--- config.mk ---
export PLATFORM = sky130hd
export DESIGN_NAME = controlador_sequenciador
export DESIGN_NICKNAME = d
export VERILOG_FILES = /design/src/rtl/sap1_pkg.sv /design/src/rtl/anel_contador_tstates.sv /design/src/rtl/controlador_sequenciador.sv
export SDC_FILE = /design/constraint.sdc
export NUM_CORES = 1
export LEC_CHECK = 0
export CELL_PAD_IN_SITES_DETAIL_PLACEMENT = 1
export CELL_PAD_IN_SITES_GLOBAL_PLACEMENT = 1
export CORE_MARGIN = 2
export CORE_UTILIZATION = 32
export DETAILED_ROUTE_END_ITERATION = 6
export PLACE_DENSITY = 0.76
export SYNTH_ARGS = -nofsm -noshare
export SYNTH_HDL_FRONTEND = slang
export SYNTH_SLANG_ARGS = --single-unit
export TNS_END_PERCENT = 10
--- constraint.sdc ---
create_clock -name clock -period 2.8 [get_ports clock]
set_input_delay 0.42 -clock clock [delete_from_list [all_inputs] [get_ports clock]]
set_output_delay 0.42 -clock clock [all_outputs]
set_load 0.005 [all_outputs]
--- src/rtl/sap1_pkg.sv ---
// SAP-1 shared constants: opcodes, T-state one-hot codes, control-word bit map.
package sap1_pkg;

   localparam int RING_LEN = 6;
   localparam int OPCODE_W = 4;

   typedef logic [RING_LEN-1:0] tstate_t;
   typedef logic [OPCODE_W-1:0] opcode_t;

   // Opcodes decoded from IR[7:4]
   localparam opcode_t OP_LDA = 4'h0;
   localparam opcode_t OP_ADD = 4'h1;
   localparam opcode_t OP_SUB = 4'h2;
   localparam opcode_t OP_OUT = 4'hE;
   localparam opcode_t OP_HLT = 4'hF;

   // One-hot T-states
   localparam tstate_t T1 = 6'b000001;
   localparam tstate_t T2 = 6'b000010;
   localparam tstate_t T3 = 6'b000100;
   localparam tstate_t T4 = 6'b001000;
   localparam tstate_t T5 = 6'b010000;
   localparam tstate_t T6 = 6'b100000;

   // Control-word bit positions
   localparam int CW_W       = 13;
   localparam int CW_PC_INC  = 12;
   localparam int CW_PC_OUT  = 11;
   localparam int CW_MAR_IN  = 10;
   localparam int CW_RAM_OUT = 9;
   localparam int CW_IR_IN   = 8;
   localparam int CW_IR_OUT  = 7;
   localparam int CW_ACC_IN  = 6;
   localparam int CW_ACC_OUT = 5;
   localparam int CW_B_IN    = 4;
   localparam int CW_SUB     = 3;
   localparam int CW_ULA_OUT = 2;
   localparam int CW_OUT_IN  = 1;
   localparam int CW_HLT     = 0;

   typedef logic [CW_W-1:0] cword_t;

endpackage

--- src/rtl/anel_contador_tstates.sv ---
// One-hot T-state ring counter. Rotates every clock unless held; any
// corrupted (non-one-hot) value is pulled back to T1 on the next edge.
module anel_contador_tstates #(
   parameter int RING_LEN = 6
) (
   input  logic                clock,
   input  logic                clear,
   input  logic                hold,
   output logic [RING_LEN-1:0] t_state
);

   localparam logic [RING_LEN-1:0] FIRST = {{(RING_LEN-1){1'b0}}, 1'b1};

   logic [RING_LEN-1:0] ring;

   // Ring register: clear wins, then one-hot repair, then hold, else rotate left
   always_ff @(posedge clock) begin
      if (clear)
         ring <= FIRST;
      else if (!$onehot(ring))
         ring <= FIRST;
      else if (!hold)
         ring <= {ring[RING_LEN-2:0], ring[RING_LEN-1]};
   end

   assign t_state = ring;

endmodule

--- src/rtl/controlador_sequenciador.sv ---
// SAP-1 controller-sequencer: T-state ring, sticky halt flag and the
// combinational decode that turns (T-state, opcode) into bus strobes.
module controlador_sequenciador #(
   parameter int RING_LEN = sap1_pkg::RING_LEN,
   parameter int OPCODE_W = sap1_pkg::OPCODE_W
) (
   input  logic                clock,
   input  logic                clear,
   input  logic [OPCODE_W-1:0] opcode,
   output logic [RING_LEN-1:0] t_state,
   output logic                PC_INC,
   output logic                PC_OUT,
   output logic                MAR_IN,
   output logic                RAM_OUT,
   output logic                IR_IN,
   output logic                IR_OUT,
   output logic                ACC_IN,
   output logic                ACC_OUT,
   output logic                B_IN,
   output logic                SUB,
   output logic                ULA_OUT,
   output logic                OUT_IN,
   output logic                HLT
);

   import sap1_pkg::*;

   logic   halt_q;
   logic   halt_det;
   logic   hold;
   cword_t cw;

   // HLT seen in T4 freezes the ring immediately (no T5) and latches the flag
   assign halt_det = (t_state == T4) && (opcode == OP_HLT);
   assign hold     = halt_q | halt_det;

   anel_contador_tstates #(.RING_LEN(RING_LEN)) u_anel (
      .clock   (clock),
      .clear   (clear),
      .hold    (hold),
      .t_state (t_state)
   );

   // Sticky halt flag; only clear releases it
   always_ff @(posedge clock) begin
      if (clear)
         halt_q <= 1'b0;
      else if (halt_det)
         halt_q <= 1'b1;
   end

   // Control-word decode: fetch is opcode-independent, execute keys on opcode
   always_comb begin
      cw = '0;
      if (hold) begin
         cw[CW_HLT] = 1'b1;
      end else begin
         case (t_state)
            T1: begin
               cw[CW_PC_OUT] = 1'b1;
               cw[CW_MAR_IN] = 1'b1;
            end
            T2: cw[CW_PC_INC] = 1'b1;
            T3: begin
               cw[CW_RAM_OUT] = 1'b1;
               cw[CW_IR_IN]   = 1'b1;
            end
            T4: begin
               case (opcode)
                  OP_LDA, OP_ADD, OP_SUB: begin
                     cw[CW_IR_OUT] = 1'b1;
                     cw[CW_MAR_IN] = 1'b1;
                  end
                  OP_OUT: begin
                     cw[CW_ACC_OUT] = 1'b1;
                     cw[CW_OUT_IN]  = 1'b1;
                  end
                  default: ;
               endcase
            end
            T5: begin
               case (opcode)
                  OP_LDA: begin
                     cw[CW_RAM_OUT] = 1'b1;
                     cw[CW_ACC_IN]  = 1'b1;
                  end
                  OP_ADD, OP_SUB: begin
                     cw[CW_RAM_OUT] = 1'b1;
                     cw[CW_B_IN]    = 1'b1;
                  end
                  default: ;
               endcase
            end
            T6: begin
               case (opcode)
                  OP_ADD: begin
                     cw[CW_ULA_OUT] = 1'b1;
                     cw[CW_ACC_IN]  = 1'b1;
                  end
                  OP_SUB: begin
                     cw[CW_ULA_OUT] = 1'b1;
                     cw[CW_ACC_IN]  = 1'b1;
                     cw[CW_SUB]     = 1'b1;
                  end
                  default: ;
               endcase
            end
            default: ;
         endcase
      end
   end

   assign PC_INC  = cw[CW_PC_INC];
   assign PC_OUT  = cw[CW_PC_OUT];
   assign MAR_IN  = cw[CW_MAR_IN];
   assign RAM_OUT = cw[CW_RAM_OUT];
   assign IR_IN   = cw[CW_IR_IN];
   assign IR_OUT  = cw[CW_IR_OUT];
   assign ACC_IN  = cw[CW_ACC_IN];
   assign ACC_OUT = cw[CW_ACC_OUT];
   assign B_IN    = cw[CW_B_IN];
   assign SUB     = cw[CW_SUB];
   assign ULA_OUT = cw[CW_ULA_OUT];
   assign OUT_IN  = cw[CW_OUT_IN];
   assign HLT     = cw[CW_HLT];

endmodule

### Word level (Yosys, flattened, before mapping)

Index checks and enable logic that the tools add are counted.

* flip-flop bits (word level): 7
* logic and storage cells: 42

* $add $sub $neg: 5
* equality and inequality tests: 11
* muxes and demuxes: 17
* bitwise operators: 2
* reduce and logical (&&, ||, !) cells: 5

Operator list (number)
* 1-bit 2-to-1 mux: 12
* 12-bit 2-to-1 mux: 1
* 4-bit equality test, second input constant: 2
* 1-bit by 1-bit adder with 2-bit output: 3
* 3-bit adder: 2
* 6-bit by 1-bit equality test with 1-bit output, second input constant: 1
* 6-bit by 2-bit equality test with 1-bit output, second input constant: 1
* 6-bit by 3-bit equality test with 1-bit output, second input constant: 1
* 6-bit by 4-bit equality test with 1-bit output, second input constant: 1
* 6-bit by 5-bit equality test with 1-bit output, second input constant: 1
* 6-bit equality test, second input constant: 1
* 1-bit one-hot mux with 2 select lines: 3
* 4-bit by 1-bit equality test with 1-bit output, second input constant: 1
* 4-bit by 2-bit equality test with 1-bit output, second input constant: 1
* 4-bit logical NOT: 1
* 2-bit OR reduction: 2
* 3-bit by 1-bit equality test with 1-bit output, second input constant: 1
* 3-bit OR reduction: 1
* 2-bit 2-to-1 mux: 1
* 1-bit logical AND: 1
* 1-bit NOT: 1
* 1-bit OR: 1

### Logic depth before layout (Yosys ltp)

Gate-level depths: netlist of run 1.

* word-level depth: 6
* mapped depth: 9

### By module

Synthesis of run 1 repeated with hierarchy kept, for this count alone.

* cells, all modules: 71
* area total of the unflattened synthesis: 580.6 um2

By module, submodules not included
* anel_contador_tstates: instances 1, cells each 33, area an instance 325.3 um2, seq. area each 120.1 um2
* controlador_sequenciador: instances 1, cells each 38, area an instance 255.2 um2, seq. area each 20.0 um2

### Worst setup path before layout of run 1

Ideal clock, no wire load.

* path type: register to register
* start point: register u_anel.ring[0], in the netlist u_anel.t_state[0]
* end point: register u_anel.ring[0], in the netlist u_anel.t_state[0]
* library setup time: 121 ps
* arrival: 2196 ps
* path slack: 482 ps
* stages on the path, launching flop included: 10
* path buffers: 0
* cells stage by stage: dfxtp_1 > inv_1 > ha_1 > inv_1 > fa_1 > inv_1 > ha_1 > nor3_2 > nand3_1 > mux2_4

* longest elaborated chain between the ends: 6
* elaborated cells between the ends (all ways): 9
* those cells by class: add/sub (3); eq/ne (2); bitwise (2); reduce/logical (2)

RTL lines
* from (decl): RTL line anel_contador_tstates.sv:14 `logic [RING_LEN-1:0] ring;`
* from (signal assigned): RTL line anel_contador_tstates.sv:23 `ring <= {ring[RING_LEN-2:0], ring[RING_LEN-1]};`
* 1-bit by 1-bit adder with 2-bit output (implied by the code): RTL line anel_contador_tstates.sv:20 `else if (!$onehot(ring))`
* 3-bit adder (implied by the code) (2 in a row): RTL line anel_contador_tstates.sv:20
* 3-bit by 1-bit equality test with 1-bit output: RTL line anel_contador_tstates.sv:20
* 1-bit NOT (no line)
* 2-bit OR reduction (no line)

Several ways; a longest one is shown, not always the timed one.
A chain may end at the register's enable or synchronous reset.

### Worst setup path after layout of run 1

* start point: input opcode[1]
* end point: output MAR_IN

* longest elaborated chain between the ends: 5
* elaborated cells between the ends (all ways): 10
* those cells by class: eq/ne (3); mux (3); bitwise (1); reduce/logical (3)

RTL lines
* from (decl): RTL line controlador_sequenciador.sv:9 `input logic [OPCODE_W-1:0] opcode,`
* 4-bit by 2-bit equality test with 1-bit output, or another cell as far along: RTL line controlador_sequenciador.sv:69 `case (opcode)`
* 3-bit OR reduction (no line)
* 1-bit 2-to-1 mux: RTL line controlador_sequenciador.sv:69
* 1-bit one-hot mux with 2 select lines: RTL line controlador_sequenciador.sv:58 `case (t_state)`
* 12-bit 2-to-1 mux *: RTL line controlador_sequenciador.sv:55 `if (hold) begin`
* to (decl): RTL line controlador_sequenciador.sv:13 `output logic MAR_IN,`

Mark *: on every way between the ends. The rest lies on a longest branch, timed or not.

==> impl_metrics.env, run 1 <==
export IMPL_grtUsageMet2_pct=33.33
export IMPL_dr_pass1_iters=3
export IMPL_clockRootBuffer="clkbuf_4"
export IMPL_status="finished clean"
export IMPL_rows=17
export IMPL_clk_pin_slew_worst_paths_ns=0.05
export IMPL_required_ns=2.38
export IMPL_report_power_total_uw=571.8
export IMPL_pin_count=25
export IMPL_drive_gt1_share_pct=20.00
export IMPL_ys_ff_latch=7
export IMPL_finish_utilization_pct=49.23
export IMPL_hold_viol=0
export IMPL_syn_inst=82
export IMPL_critPathSlowestCell="a2111oi_1"
export IMPL_portBuffers=24
export IMPL_vias_per_cell=4.916
export IMPL_yosys_area_top_type="ha_1"
export IMPL_dpl_cell_count=139
export IMPL_peakVddDrop_uv=336.9
export IMPL_drv_cap=0
export IMPL_gr_total_overflow=0
export IMPL_cts_tree="done"
export IMPL_grt_usage_pct=17.42
export IMPL_drt_initial_drc_count=10
export IMPL_wire_per_inst_um=14.36
export IMPL_hold_buffers=0
export IMPL_slew_viol_final=0
export IMPL_gp_congestion=0.7441
export IMPL_hold_path_class="flip-flop to flip-flop"
export IMPL_yosys_warnings=0
export IMPL_design_die_area_um2=2690
export IMPL_setup_viol=0
export IMPL_initial_core_util_pct=33.47
export IMPL_top_usage_layer="met2"
export IMPL_rsz0062_at_grt="no"
export IMPL_syn_num_nets=103
export IMPL_hpwl_um=1685
export IMPL_crit_path_frequent_cell="clkdlybuf4s50_1"
export IMPL_use_met3_pct=1.724
export IMPL_crit_family="buffers and inverters"
export IMPL_drc=0
export IMPL_placed_cell_area_um2=1042
export IMPL_finalNetCount=137
export IMPL_ys_seq_area_share_pct=19.11
export IMPL_worst_path_max_fanout=5
export IMPL_synthArstFlopShare_pct=0
export IMPL_cts_setup_buffers=0
export IMPL_chipHeight_um=51.87
export IMPL_grt_pass1_vias=734
export IMPL_fin_crit_ns=2.671
export IMPL_synth_top_area_share_pct=22.18
export IMPL_met1_usage_pct=19.93
export IMPL_crit_buf_inv=2
export IMPL_mappedNetlistArea_um2=733.2
export IMPL_grt_max_degree=9
export IMPL_final_setup_tns_ns=0
export IMPL_synth_cell_types=26
export IMPL_tightest_slew_ns=0.4473
export IMPL_routed_wl_um=2054
export IMPL_worst_path_largest_cell_delay_ns=0.52
export IMPL_skew_ns=0.0008601
export IMPL_postRouteAntennaNets=0
export IMPL_antenna_found_initial=0
export IMPL_die_w_um=51.87
export IMPL_start_kind="input pin"
export IMPL_power_static_leakage_nw=0.4723
export IMPL_synth_top_cells_by_area="ha_1, dfxtp_1, nand3_1, mux2i_1, fa_1"
export IMPL_grt_pass1_wl_um=3512
export IMPL_num_vias=703
export IMPL_synth_edf_count=0
export IMPL_synth_avg_cell_area_um2=8.942
export IMPL_synthFlopType="dfxtp_1"
export IMPL_slew_limit_headroom_pct=70.10
export IMPL_cts_buffers=3
export IMPL_cp_arrival_ns=2.25
export IMPL_clk_path_buf_depth=2
export IMPL_fin_crit_sh_pct=95.38
export IMPL_endpoint_kind="output port"
export IMPL_area_growth_pct=47.10
export IMPL_fin_area_um2=1079
export IMPL_insertion_delay_ns=0.25
export IMPL_path_cells="clkdlybuf4s50_1 -> a2111oi_1 -> and2_1 -> o21bai_1 -> clkdlybuf4s50_1"
export IMPL_clock_fmax_mhz=374.4
export IMPL_ctsHtreeMaxLevel=1
export IMPL_powerDensity_nw_per_um2=530.2
export IMPL_num_antenna_cells=0
export IMPL_core_area_um2=2191
export IMPL_synth_commonest_cells="ha_1, nand3_1, inv_1"
export IMPL_crit_type="input pin to output port"
export IMPL_finalNonFillerCells=143
export IMPL_cts_sinks=7
==> cell families (layout without fill, tap and decap cells) <==
| logic type | count (synthesis) | after routing | synth area share [%] |
|---|---|---|---|
| adders and majority gates | 15 | 15 | 27.65 |
| and+or+nand+nor | 33 | 33 | 24.40 |
| muxes | 7 | 7 | 10.24 |
| DFF | 7 | 7 | 19.11 |
| xor gates and xnor gates | 2 | 2 | 2.390 |
| buffers and inverters | 13 | 46 | 8.534 |
| AOI/OAI and AO/OA | 5 | 5 | 7.680 |
==> per-layer routing <==
metal	wire, um	share of wire [%]	vias up
li1	-	-	350
met1	866	42	327
met2	1063	52	24
met3	106	5.2	2
met4	19	0.93	0
met5	0	0	-
==> what timing repair did <==
| item | in CTS | in global routing |
|---|---|---|
| resized for setup | 1 | 6 |
| endpoints found under the setup margin | 1 | 6 |
| pin swaps | 0 | 1 |
==> per-stage QoR <==
stage	hold WS (ns)	setup WS, ns
floorplan	0.4924	0.4824
global placement	0.5291	0.1323
detailed placement	0.5508	0.08966
CTS	0.5325	0.04852
global route	0.5559	0.02198
finish	0.5134	0.1292
==> worst paths after layout <==
| kind | start | to | slack (ns) | cells past startpoint |
|---|---|---|---|---|
| worst max-delay path | opcode[1] | MAR_IN | 0.13 | 5 |
| worst min-delay path | u_anel.t_state[5] | u_anel.t_state[5] | 0.51 | 2 |
| worst max register to register | u_anel.t_state[0] | u_anel.t_state[2] | 0.39 | 10 |
| worst min register to register | u_anel.t_state[5] | u_anel.t_state[5] | 0.51 | 2 |
==> cells in the final DEF, fill, tap and decap left out, types with 2 or more instances in the layout <==
cell | Yosys | final
mux2i_1 | 6 | 6
buf_4 | 1 | 7
fa_1 | 2 | 2
inv_1 | 10 | 10
ha_1 | 13 | 12
nor2_1 | 8 | 8
nor3_1 | 2 | 2
xnor2_1 | 2 | 2
clkdlybuf4s50_1 | 0 | 24
nand4_1 | 2 | 2
nor3_2 | 2 | 2
dfxtp_2 | 0 | 5
nand3_1 | 13 | 13
clkbuf_4 | 0 | 3
dfxtp_1 | 7 | 2
==> cell type report <==
cell class	instances	area [um^2]
fillers	269	1112
multi-input cells	62	534.3
repair buffers	31	292.8
flip-flops and latches	7	146.4
inverters	11	43.79
well taps	28	35.03
clock buffers	4	26.28
==> worst register-to-register path, delay by kind of cell, from the launching register on <==
family	cells	cell delay, ns
flip-flops	1	0.38
multiplexers	1	0.15
adder cells (fa/ha/maj)	3	0.96
AND/OR/NAND/NOR	2	0.42
buffers and inverters	4	0.41
==> report_power, final <==
group          total, mW  switching, mW  internal, mW
Sequential         0.146         0.0256         0.120
Combinational      0.332          0.156         0.177
Clock             0.0940         0.0395        0.0545
Total              0.572          0.221         0.351
==> sequential cells by signal, indices dropped and copies added (netlist names) <==
name / flops
u_anel.t_state: 6
halt_q: 1
Note: power is estimated with default switching activity, not from simulation.
==> inputs of run 2 (changes only) <==
==> constraint.sdc (replaced) <==
create_clock -name clock -period 2.8 [get_ports clock]
set_input_delay 0.42 -clock clock [delete_from_list [all_inputs] [get_ports clock]]
set_output_delay 0.42 -clock clock [all_outputs]
set_load 0.01 [all_outputs]
==> impl_metrics.env, run 2 (same netlist as run 1, synthesis figures left out) <==
export IMPL_chipHeight_um=51.87
export IMPL_drc=0
export IMPL_grt_pass1_vias=766
export IMPL_rows=17
export IMPL_cts_setup_buffers=0
export IMPL_insertion_delay_ns=0.25
export IMPL_routed_wl_um=1949
export IMPL_ctsHtreeMaxLevel=1
export IMPL_path_cells="clkdlybuf4s50_1 -> or3b_2 -> nor3_1 -> clkdlybuf4s50_1"
export IMPL_gr_total_overflow=0
export IMPL_drive_gt1_share_pct=20.87
export IMPL_design_die_area_um2=2690
export IMPL_cts_tree="done"
export IMPL_dr_pass1_iters=2
export IMPL_num_vias=695
export IMPL_crit_type="input pin to output port"
export IMPL_slew_viol_final=0
export IMPL_hold_buffers=0
export IMPL_status="finished clean"
export IMPL_cts_sinks=7
export IMPL_grt_usage_pct=17.44
export IMPL_fin_crit_sh_pct=95.36
export IMPL_clk_pin_slew_worst_paths_ns=0.05
export IMPL_pin_count=25
export IMPL_crit_family="buffers and inverters"
export IMPL_critPathSlowestCell="clkdlybuf4s50_1"
export IMPL_setup_viol=0
export IMPL_wire_per_inst_um=13.63
export IMPL_layout_common_cells="clkdlybuf4s50_1, nand3_1, ha_1"
export IMPL_cts_buffers=3
export IMPL_crit_path_frequent_cell="clkdlybuf4s50_1"
export IMPL_worst_path_largest_cell_delay_ns=0.58
export IMPL_tightest_slew_ns=0.3252
export IMPL_gp_congestion=0.7427
export IMPL_fillerInstances=269
export IMPL_finalNetCount=137
export IMPL_area_growth_pct=48.12
export IMPL_hpwl_um=1666
export IMPL_clockRootBuffer="clkbuf_4"
export IMPL_antenna_found_initial=0
export IMPL_fin_crit_ns=2.670
export IMPL_required_ns=2.38
export IMPL_cp_arrival_ns=2.25
export IMPL_crit_buf_inv=2
export IMPL_portBuffers=24
export IMPL_powerDensity_nw_per_um2=533.2
export IMPL_initial_core_util_pct=33.47
export IMPL_report_power_total_uw=579.1
export IMPL_drv_cap=0
export IMPL_power_static_leakage_nw=0.4921
export IMPL_hold_path_class="flip-flop to flip-flop"
export IMPL_num_antenna_cells=0
export IMPL_cts_resized=1
export IMPL_slew_limit_headroom_pct=78.28
export IMPL_final_setup_tns_ns=0
export IMPL_drt_initial_drc_count=3
export IMPL_die_w_um=51.87
export IMPL_rsz0062_at_grt="no"
export IMPL_grt_max_degree=9
export IMPL_worst_path_max_fanout=5
export IMPL_endpoint_kind="output port"
export IMPL_clock_fmax_mhz=374.5
export IMPL_final_common_cell="clkdlybuf4s50_1"
export IMPL_hold_viol=0
export IMPL_start_kind="input pin"
export IMPL_clk_path_buf_depth=2
export IMPL_peakVddDrop_uv=420.6
export IMPL_postRouteAntennaNets=0
export IMPL_core_area_um2=2191
export IMPL_grt_pass1_wl_um=3463
export IMPL_largest_reg_flops=6
export IMPL_skew_ns=0.005257
export IMPL_vias_per_cell=4.860
-- run 2: cell count changes in the layout (fill, tap and decap cells not counted) --
cell and change:
a2111oi_1 -1, a2111oi_2 +1, dlymetal6s2s_1 +1, clkdlybuf4s50_1 -1
-- run 2: layout make-up --
cell class	instances	area, um^2	share of cell area (%)
inverter	11	43.79	4.032
tap	28	35.03	3.226
timing repair buffer	31	295.3	27.19
sequential	7	146.4	13.48
multi-input combinational	62	539.3	49.65
clock buffer	4	26.28	2.419
-- run 2: worst paths after layout --
kind                     startpoint           endpoint  slack [ns]  cells past startpoint
setup / recovery          opcode[1]            ACC_OUT        0.13                      4
hold / removal    u_anel.t_state[5]  u_anel.t_state[5]        0.51                      2
setup reg to reg  u_anel.t_state[1]  u_anel.t_state[3]        0.42                     10
hold reg to reg   u_anel.t_state[5]  u_anel.t_state[5]        0.51                      2
-- run 2: per-layer routing --
layer	global-route usage, %	up-vias	wire, um
li1	-	347	-
met1	19.29	320	850
met2	32.70	24	982
met3	1.724	4	83
met4	8.333	0	32
met5	0	-	0
-- run 2: worst register-to-register path, stage by stage (launching register included) --
cell and delay, ns:
dfxtp_2 0.38, inv_1 0.09, ha_2 0.32, inv_1 0.05, fa_1 0.41, inv_1 0.07
ha_1 0.24, nor3_2 0.29, buf_4 0.19, nand3_1 0.11, mux2i_1 0.16
-- run 2: power by group --
group | total, mW | leakage, nW | switching (mW) | internal (mW)
sequential | 0.144 | 0.0586 | 0.0243 | 0.120
combinational | 0.339 | 0.419 | 0.163 | 0.176
clock | 0.0957 | 0.0150 | 0.0411 | 0.0546
-- run 2: through the flow --
step                      setup slack, ns  utilization (%)  hold slack, ns  cells  area, um^2
after floorplan                    0.4362                -          0.4924     82       733.2
after global placement            0.09886            47.57          0.5300    139        1042
after detailed placement          0.04767            47.57          0.5497    139        1042
after CTS                        0.006620            48.83          0.5294    143        1070
after global routing              0.01882            49.57          0.5433    143        1086
final                              0.1298            49.57          0.5121    143        1086
==> inputs of run 3 (changes only) <==
--- a/config.mk
+++ b/config.mk
@@ -8,9 +8,10 @@
 export CELL_PAD_IN_SITES_DETAIL_PLACEMENT = 1
 export CELL_PAD_IN_SITES_GLOBAL_PLACEMENT = 1
 export CORE_MARGIN = 2
-export CORE_UTILIZATION = 32
+export CORE_UTILIZATION = 44
 export DETAILED_ROUTE_END_ITERATION = 6
-export PLACE_DENSITY = 0.76
+export DONT_BUFFER_PORTS = 1
+export PLACE_DENSITY = 0.75
 export SYNTH_ARGS = -nofsm -noshare
 export SYNTH_HDL_FRONTEND = slang
 export SYNTH_SLANG_ARGS = --single-unit
==> impl_metrics.env, run 3 (same netlist as run 1, synthesis figures left out) <==
export IMPL_slew_limit_headroom_pct=58.46
export IMPL_peakVddDrop_uv=436.0
export IMPL_insertion_delay_ns=0.25
export IMPL_cts_tree="done"
export IMPL_cts_buffers=3
export IMPL_final_setup_tns_ns=0
export IMPL_r2r_slack_ns=0.36
export IMPL_portBuffers=0
export IMPL_drv_cap=0
export IMPL_core_area_um2=1541
export IMPL_largest_reg_flops=6
export IMPL_drt_initial_drc_count=4
export IMPL_vias_per_cell=5.553
export IMPL_cts_sinks=7
export IMPL_worst_path_largest_cell_delay_ns=0.45
export IMPL_status="finished clean"
export IMPL_crit_path_frequent_cell="inv_1"
export IMPL_clk_pin_slew_worst_paths_ns=0.06
export IMPL_setup_viol=0
export IMPL_slew_viol_final=0
export IMPL_grt_pass1_vias=646
export IMPL_hold_path_class="input pin to flip-flop"
export IMPL_skew_ns=0.002137
export IMPL_wire_per_inst_um=15.43
export IMPL_fin_area_um2=783.3
export IMPL_cts_resized=0
export IMPL_chipHeight_um=44.82
export IMPL_area_growth_pct=6.826
export IMPL_num_antenna_cells=0
export IMPL_pin_count=25
export IMPL_worst_path_max_fanout=5
export IMPL_rsz0062_at_grt="no"
export IMPL_hp_start="clear"
export IMPL_regToRegStartpoint="u_anel.t_state[0]"
export IMPL_grt_usage_pct=20.02
export IMPL_die_w_um=44.82
export IMPL_crit_type="flip-flop to flip-flop"
export IMPL_finalNetCount=109
export IMPL_layout_common_cells="nand3_1, ha_1, inv_1"
export IMPL_r2r_cells=9
export IMPL_clk_path_buf_depth=2
export IMPL_gp_congestion=0.7870
export IMPL_rows=14
export IMPL_gr_total_overflow=0
export IMPL_cp_startpoint="u_anel.t_state[0]"
export IMPL_required_ns=2.95
export IMPL_cp_arrival_ns=2.59
export IMPL_dr_pass1_iters=2
export IMPL_endpoint_kind="flip-flop"
export IMPL_antenna_found_initial=0
export IMPL_postRouteAntennaNets=0
export IMPL_design_die_area_um2=2009
export IMPL_tightest_slew_ns=0.6183
export IMPL_ctsHtreeMaxLevel=1
export IMPL_hold_viol=0
export IMPL_power_static_leakage_nw=0.3665
export IMPL_fin_crit_ns=2.445
export IMPL_powerDensity_nw_per_um2=600.4
export IMPL_clock_fmax_mhz=409.1
export IMPL_critPathSlowestCell="dfxtp_1"
export IMPL_clockRootBuffer="clkbuf_4"
export IMPL_min_to="halt_q"
export IMPL_start_kind="flip-flop"
export IMPL_fin_crit_sh_pct=87.31
export IMPL_min_path_cells=1
export IMPL_routed_wl_um=1589
export IMPL_drive_gt1_share_pct=14.94
export IMPL_placed_cell_area_um2=757.0
export IMPL_initial_core_util_pct=47.56
export IMPL_grt_max_degree=9
export IMPL_whs_ns=0.2313
export IMPL_r2r_end="u_anel.t_state[0]"
export IMPL_hold_buffers=0
export IMPL_drc=0
export IMPL_path_cells="inv_1 -> ha_1 -> inv_1 -> fa_1 -> inv_1 -> ha_1 -> nor3_2 -> nand3_1 -> mux2_4"
export IMPL_hpwl_um=1349
export IMPL_num_vias=572
export IMPL_cts_setup_buffers=0
export IMPL_grt_pass1_wl_um=2849
## run 3: cell types whose count changed in the layout (fill, tap and decap cells not counted)
cell	previous run	this run
a2111oi_0	0	1
a2111oi_2	1	0
buf_4	7	3
clkdlybuf4s50_1	23	0
dfxtp_1	2	7
dfxtp_2	5	0
dlymetal6s2s_1	1	0
ha_1	12	13
ha_2	1	0
## run 3: report_power, final
part	leakage (nW)	total (mW)	switching [mW]	internal (mW)
clock network	0.0150	0.0952	0.0406	0.0546
logic	0.295	0.228	0.131	0.0962
registers	0.0570	0.148	0.0310	0.117
total	0.367	0.470	0.203	0.267
## run 3: stage by stage
step / utilization [%] / total power, mW / setup WS [ns] / std cells
floorplan: - / 0.3222 / 0.4362 / 82
global placement: 49.11 / 0.3715 / 0.4317 / 99
detailed placement: 49.11 / 0.3801 / 0.3597 / 99
CTS: 50.81 / 0.4783 / 0.3398 / 103
global route: 50.81 / 0.5210 / 0.1244 / 103
finish: 50.81 / 0.4703 / 0.3553 / 103
## run 3: worst max-delay path, delay by kind of cell (launching register included)
kind          cells  cell delay, ns
mux               1            0.28
flops             1            0.45
fa+ha+maj         3            0.92
simple gates      2            0.45
buf+inv           3            0.23
## run 3: layer usage
metal	track usage [%]	wire, um
met5	0	0
met4	12.35	37
met3	3.200	83
met2	35.94	812
met1	21.78	655
## run 3: area by class of cell
type,instances,area (um^2)
repair buffers,3,22.52
flip-flops and latches,7,140.1
multi-input cells,62,530.5
clock buffers,4,26.28
inverters,11,43.79
well taps,16,20.02
fillers,201,758.2
## run 3: worst max-delay path by stage
stage	cells past startpoint	end	slack, ns
after floorplan	9	u_anel.t_state[0]	0.44
after global placement	9	u_anel.t_state[0]	0.43
after detailed placement	9	u_anel.t_state[0]	0.36
after CTS	9	u_anel.t_state[0]	0.34
after global routing	10	u_anel.t_state[3]	0.12
final	9	u_anel.t_state[0]	0.36
